==> config.mk <==
export PLATFORM = sky130hd
export DESIGN_NAME = rtc_bus_scheduler
export DESIGN_NICKNAME = d
export VERILOG_FILES = /design/src/rtl/rtc_bus_scheduler.sv
export SDC_FILE = /design/constraint.sdc
export NUM_CORES = 1
export LEC_CHECK = 0
export BUFFER_PORTS_ARGS = -buffer_cell sky130_fd_sc_hd__buf_2
export CORE_AREA = 2 2 70 72
export DETAILED_ROUTE_END_ITERATION = 12
export DIE_AREA = 0 0 72 74
export PLACE_DENSITY = 0.91
export SLEW_MARGIN = 20
export SYNTH_ARGS = -nofsm -noshare
export SYNTH_HDL_FRONTEND = slang
export SYNTH_SLANG_ARGS = --single-unit
==> constraint.sdc <==
create_clock -name clk -period 3.36 [get_ports clk]
set_input_delay 0.672 -clock clk [delete_from_list [all_inputs] [get_ports clk]]
set_output_delay 0.672 -clock clk [all_outputs]
set_load 0.005 [all_outputs]
==> src/rtl/rtc_bus_scheduler.sv <==
// rtc_bus_scheduler: fixed-priority arbiter and single timing engine for the
// multiplexed 8-bit RTC bus (AD/RD/WR/CS). Each grant runs one complete
// address + data bus cycle, then returns to IDLE for re-arbitration.
module rtc_bus_scheduler #(
  parameter int unsigned T_ADDR = 4,
  parameter int unsigned T_GAP  = 2,
  parameter int unsigned T_DATA = 6,
  parameter int unsigned T_HOLD = 2
) (
  input  logic        clk,
  input  logic        reset,
  input  logic [2:0]  req,
  input  logic [2:0]  req_wr,
  input  logic [23:0] req_addr,
  input  logic [23:0] req_wdata,
  output logic [2:0]  gnt,
  output logic [2:0]  done,
  output logic [7:0]  rdata,
  output logic [7:0]  bus_out,
  output logic        bus_oe,
  input  logic [7:0]  bus_in,
  output logic        ad_n,
  output logic        rd_n,
  output logic        wr_n,
  output logic        cs_n,
  output logic        busy
);

  localparam int unsigned CNT_W = 4;
  localparam int unsigned DW    = 8;

  // Counter reload values: a phase of N cycles counts N-1 down to 0.
  localparam logic [CNT_W-1:0] LD_ADDR = CNT_W'(T_ADDR - 1);
  localparam logic [CNT_W-1:0] LD_GAP  = CNT_W'(T_GAP - 1);
  localparam logic [CNT_W-1:0] LD_DATA = CNT_W'(T_DATA - 1);
  localparam logic [CNT_W-1:0] LD_HOLD = CNT_W'(T_HOLD - 1);

  typedef enum logic [2:0] {
    S_IDLE,
    S_ADDR,
    S_GAP,
    S_DATA,
    S_HOLD,
    S_DONE
  } state_t;

  state_t          state;
  logic [CNT_W-1:0] cnt;
  logic [DW-1:0]   lat_addr;
  logic [DW-1:0]   lat_wdata;
  logic            lat_wr;

  logic [2:0]      pick_oh;
  logic [DW-1:0]   pick_addr;
  logic [DW-1:0]   pick_wdata;
  logic            pick_wr;
  logic            cnt_zero;

  assign cnt_zero = (cnt == '0);

  // Fixed-priority pick: lowest-index active request wins.
  always_comb begin
    pick_oh    = 3'b000;
    pick_addr  = req_addr[7:0];
    pick_wdata = req_wdata[7:0];
    pick_wr    = req_wr[0];
    if (req[0]) begin
      pick_oh = 3'b001;
    end else if (req[1]) begin
      pick_oh    = 3'b010;
      pick_addr  = req_addr[15:8];
      pick_wdata = req_wdata[15:8];
      pick_wr    = req_wr[1];
    end else if (req[2]) begin
      pick_oh    = 3'b100;
      pick_addr  = req_addr[23:16];
      pick_wdata = req_wdata[23:16];
      pick_wr    = req_wr[2];
    end
  end

  // Phase sequencer; every output is registered and set on phase entry.
  always_ff @(posedge clk) begin
    if (reset) begin
      state     <= S_IDLE;
      cnt       <= '0;
      lat_addr  <= '0;
      lat_wdata <= '0;
      lat_wr    <= 1'b0;
      gnt       <= '0;
      done      <= '0;
      rdata     <= '0;
      bus_out   <= '0;
      bus_oe    <= 1'b0;
      ad_n      <= 1'b1;
      rd_n      <= 1'b1;
      wr_n      <= 1'b1;
      cs_n      <= 1'b1;
      busy      <= 1'b0;
    end else begin
      done <= '0;
      case (state)
        S_IDLE: begin
          ad_n   <= 1'b1;
          rd_n   <= 1'b1;
          wr_n   <= 1'b1;
          cs_n   <= 1'b1;
          bus_oe <= 1'b0;
          if (|req) begin
            state     <= S_ADDR;
            cnt       <= LD_ADDR;
            gnt       <= pick_oh;
            lat_addr  <= pick_addr;
            lat_wdata <= pick_wdata;
            lat_wr    <= pick_wr;
            busy      <= 1'b1;
            cs_n      <= 1'b0;
            ad_n      <= 1'b0;
            bus_oe    <= 1'b1;
            bus_out   <= pick_addr;
          end
        end

        S_ADDR: begin
          if (cnt_zero) begin
            state  <= S_GAP;
            cnt    <= LD_GAP;
            ad_n   <= 1'b1;
            bus_oe <= 1'b0;
          end else begin
            cnt <= cnt - 1'b1;
          end
        end

        S_GAP: begin
          if (cnt_zero) begin
            state <= S_DATA;
            cnt   <= LD_DATA;
            if (lat_wr) begin
              wr_n    <= 1'b0;
              bus_oe  <= 1'b1;
              bus_out <= lat_wdata;
            end else begin
              rd_n <= 1'b0;
            end
          end else begin
            cnt <= cnt - 1'b1;
          end
        end

        S_DATA: begin
          if (cnt_zero) begin
            state <= S_HOLD;
            cnt   <= LD_HOLD;
            rd_n  <= 1'b1;
            wr_n  <= 1'b1;
            // Read data is sampled on the last strobe-low cycle.
            if (!lat_wr) begin
              rdata <= bus_in;
            end
          end else begin
            cnt <= cnt - 1'b1;
          end
        end

        S_HOLD: begin
          if (cnt_zero) begin
            state  <= S_DONE;
            cnt    <= '0;
            cs_n   <= 1'b1;
            bus_oe <= 1'b0;
            done   <= gnt;
          end else begin
            cnt <= cnt - 1'b1;
          end
        end

        S_DONE: begin
          state <= S_IDLE;
          cnt   <= '0;
          gnt   <= '0;
          busy  <= 1'b0;
        end

        default: begin
          state  <= S_IDLE;
          cnt    <= '0;
          gnt    <= '0;
          busy   <= 1'b0;
          ad_n   <= 1'b1;
          rd_n   <= 1'b1;
          wr_n   <= 1'b1;
          cs_n   <= 1'b1;
          bus_oe <= 1'b0;
        end
      endcase
    end
  end

endmodule

Word-level counts from Yosys, hierarchy flattened
Cells that the tools add are included.
{ "op_classes": {"n_addsub": 1, "eq_ne": 13, "mux": 46, "bitwise_logic": 8, "n_reduce_logical": 22} }
{ "ops": {"columns": ["op", "n"], "rows": [
  ["8-bit two-way mux", 9],
  ["3-bit two-way mux", 9],
  ["4-bit two-way mux", 4],
  ["4-bit case mux with 4 select lines", 1],
  ["8-bit case mux with 2 select lines", 1],
  ["4-bit AND reduction", 4],
  ["3-bit case mux with 5 select lines", 1],
  ["1-bit two-way mux", 14],
  ["2-bit inequality test (second input constant)", 7],
  ["1-bit case mux with 3 select lines", 4],
  ["4-bit OR reduction", 3],
  ["3-bit OR reduction", 3],
  ["1-bit inverter", 8],
  ["2-bit AND reduction", 4],
  ["3-bit by 2-bit equality test with 1-bit output (second input constant)", 2],
  ["3-bit equality test (second input constant)", 2],
  ["3-bit case mux with 2 select lines", 1],
  ["2-bit OR reduction", 3],
  ["5-bit AND reduction", 1],
  ["4-bit logical NOT", 1],
  ["1-bit case mux with 4 select lines", 1],
  ["4-bit by 1-bit subtractor with 4-bit output (second input constant)", 1],
  ["3-bit by 1-bit equality test with 1-bit output (second input constant)", 1],
  ["3-bit logical NOT", 1],
  ["other kinds (4)", 4]
]} }
{ "word_totals": {"register_bits": 44, "inputBits": 64, "out_inout_bits": 28, "elab_cells": 104} }

Longest topological paths before layout
{ "depth": {"ltp_word": 5, "depth_mapped": 7, "depth_no_buf": 6} }

Worst setup path before layout
OpenSTA, ideal clock, no wires.
{ "synth_timing": {"kind": "input-to-reg", "startpoint": "input req[0]", "endpoint": "register bus_out[0]", "setup_ns": 0.117, "arrival_time_ns": 1.727, "t_required_ns": 3.243, "path_slack_ns": 1.516, "stages": 5, "path_buffers": 1, "path_cell_list": "or3_1 > buf_2 > a32oi_2 > nor2_1 > a22o_2"} }
{ "synth_between": {"elab_chain_len": 3} }
{ "synth_rtl": {"columns": ["item", "line", "text"], "rows": [
  ["start, declared", "12", "input logic [2:0] req,"],
  ["3-bit OR reduction or 8-bit two-way mux (tied branches)", "109, 67", null],
  ["2-bit inequality test (no line) or 8-bit two-way mux (tied branches)", null, null],
  ["4-bit AND reduction (no line) or 8-bit case mux with 2 select lines (tied branches)", null, null],
  ["end signal, assigned", "120", "bus_out <= pick_addr;"],
  ["end signal, assigned", "142", "bus_out <= lat_wdata;"],
  ["end, declared", "19", "output logic [7:0] bus_out,"]
]} }
Several ways; a longest one is shown, not always the timed one. The select of a mux whose other input is x is not followed.
A chain may end at the register's enable or synchronous reset.

Final worst setup path
{ "layout_timing": {"startpoint": "register state[1]", "endpoint": "register rdata[0]"} }
{ "layout_between": {"elab_chain_len": 2} }
{ "layout_rtl": {"columns": ["item", "line", "text"], "rows": [
  ["start, declared", "47", "state_t state;"],
  ["start signal, assigned", "85", "state <= S_IDLE;"],
  ["start signal, assigned", "110", "state <= S_ADDR;"],
  ["start signal, assigned", "126", "state <= S_GAP;"],
  ["3-bit by 2-bit equality test with 1-bit output", "102", "case (state)"],
  ["3-bit AND reduction (no line)", null, null],
  ["end signal, assigned", "159", "rdata <= bus_in;"],
  ["end, declared", "18", "output logic [7:0] rdata,"]
]} }
No other way between the ends.

==> results.json <==
{
  "netlist_top_cells_area": "dfxtp_1, mux2i_1, a22o_1, a21oi_1, a22oi_1",
  "dp.final_hpwl_mm": 4.28,
  "grt_pass1_wl_mm": 9.74,
  "start_util_pct": 49.3,
  "hold_buffers": 0,
  "dr.pass1.iters": 4,
  "cts.sinks": 44,
  "max_slew_margin_pct": 36.3,
  "diodes": 0,
  "synthDistinctLibCells": 51,
  "finalWirelength_mm": 5.85,
  "syn2layout_area_growth_pct": 24.1,
  "fin_nets": 399,
  "antenna_found_initial": 0,
  "wl_per_cell_um": 15.1,
  "run_status": "complete, no violations",
  "dr.first_iter.drc_count": 109,
  "first_global_vias": 2081,
  "dieHeight_um": 74,
  "yosys-top-cells-count": "dfxtp_1, nand2_1, nor2_1, a21oi_1, o21ai_0",
  "port_buffers": 91,
  "num_vias": 2238,
  "cp_data_required_time_ns": 3.53,
  "track_usage_pct": 23.1,
  "async_reset_ff_share_pct": 0,
  "syn-num-nets": 321,
  "slew_violations": 0,
  "crit_type": "register to register",
  "crit_fanout": 26,
  "critPathArrivalTime_ns": 2.27,
  "whs_ns": 0.470,
  "clk_latency_ns": 0.29,
  "worst_pin_slew_ns": 0.954,
  "synth_top_area_cell": "dfxtp_1",
  "fin_crit_sh_pct": 62.5,
  "io_pins": 92,
  "fin_crit_ns": 2.10,
  "synth_most_common_cell": "dfxtp_1",
  "yosys_register_bits": 44,
  "max_freq_mhz": 476,
  "overflow": 0,
  "clock_skew_ns": 0.00533,
  "final_hold_viol_count": 0,
  "core_area_um2": 4600,
  "ant_nets": 0,
  "die_area_um2": 5330,
  "rsz0062_at_grt": "false",
  "vias_per_cell": 5.77,
  "ir_drop_v": 0.000570,
  "clk_pin_slew_ns": 0.08,
  "yosysSeqAreaShare_pct": 38.8,
  "synth-warning-count": 0,
  "cts_buffers": 5,
  "cts_setup_buffers": 0,
  "drc": 0,
  "cts-root-buf": "clkbuf_8",
  "cts_tree": "built",
  "synth-main-ff-cell": "dfxtp_1",
  "endpoint_kind": "register",
  "cts_buffer_depth": 2,
  "gp_congestion": 0.888,
  "netlist_instances": 255,
  "finalSetupTns_ns": 0,
  "cp-start-kind": "register",
  "p_leak_nw": 1.26,
  "num_rows": 25,
  "synth_area_um2": 2270,
  "hp-class": "register to register",
  "p_per_area_nw_per_um2": 712,
  "cts_resized": 0,
  "cts_max_level": 2,
  "die_w_um": 72,
  "grt_max_degree": 30,
  "finalSetupViolations": 0,
  "layout-drive-gt1-share_pct": 36.2,
  "synth_top_area_share_pct": 38.8,
  "avgSynthCellArea_um2": 8.90,
  "synth_edf_count": 0,
  "cap_violations": 0
}
-- area by class of cell --
| cell class | instances | area (um2) |
|---|---|---|
| Inverter | 3 | 11.3 |
| Sequential cell | 44 | 881 |
| Fill cell | 402 | 1780 |
| Timing Repair Buffer | 91 | 455 |
| Clock buffer | 6 | 82.6 |
| Multi-Input combinational cell | 188 | 1280 |
| Clock inverter | 2 | 38.8 |
| Tap cell | 54 | 67.6 |
-- where the power goes --
| group | switching (W) | internal, W | leakage (nW) | total, W |
|---|---|---|---|---|
| Clock | 0.000187 | 0.000243 | 0.0614 | 0.000430 |
| Sequential | 0.000154 | 0.000655 | 0.361 | 0.000810 |
| Combinational | 0.000399 | 0.000365 | 0.837 | 0.000764 |
| Total | 0.000740 | 0.00126 | 1.26 | 0.00200 |
-- sequential cells by signal, indices dropped and copies added (netlist names) --
register	cells
gnt	3
cs_n	1
rd_n	1
ad_n	1
wr_n	1
busy	1
cnt	4
bus_oe	1
rdata	8
lat_wr	1
lat_wdata	8
state	3
bus_out	8
done	3
-- kinds of logic after synthesis --
group           Yosys count  share of synthesized area [%]
compound gates           90                           28.8
xor+xnor                  2                          0.772
fa+ha+maj                 2                           1.10
buf+inv                  23                           4.80
flops                    44                           38.8
mux                      11                           4.96
simple gates             83                           20.7
-- cell usage in the layout, fill, tap and decap left out, types with 3 or more instances in the layout --
master / n
a211oi_1: 3
a21oi_1: 17
a221oi_1: 8
a22o_1: 10
a22o_2: 7
a22oi_1: 11
a31oi_1: 3
and2_1: 3
buf_2: 91
clkbuf_8: 6
dfxtp_1: 44
inv_1: 3
mux2i_1: 9
nand2_1: 22
nand2b_1: 3
nor2_1: 19
nor2b_1: 13
nor3_1: 3
nor3b_2: 3
o21ai_0: 16
-- metrics by stage --
stage | instances | total power (W) | area, um2 | util (%) | setup WS [ns]
after floorplan | 255 | 0.00136 | 2270 | - | 1.52
after global placement | 380 | 0.00154 | 2690 | 58.6 | 1.24
after detailed placement | 380 | 0.00157 | 2690 | 58.6 | 1.19
after CTS | 388 | 0.00200 | 2820 | 61.2 | 1.24
after global routing | 388 | 0.00215 | 2820 | 61.2 | 1.08
final | 388 | 0.00200 | 2820 | 61.2 | 1.26
-- final timing paths --
kind / from / end / depth (start not counted) / slack, ns
hold / removal: wr_n / wr_n / 2 / 0.47
setup reg to reg: state[1] / rdata[0] / 4 / 1.26
setup / recovery: state[1] / rdata[0] / 4 / 1.26
hold reg to reg: wr_n / wr_n / 2 / 0.47
-- worst max-delay path: stages (launching register included) --
cell     delay (ns)
dfxtp_1        0.86
nor2b_1        0.27
and4_1         0.53
mux2i_1        0.26
nor2_1         0.05
-- metal layers --
layer,vias up,global-route usage [%],part of all wire [%]
li1,1103,-,-
met1,1031,30.4,44
met2,94,38.4,48
met3,10,5.01,7.3
met4,0,7.34,1.3
met5,-,0,0
Note: power is estimated with default switching activity, not from simulation.
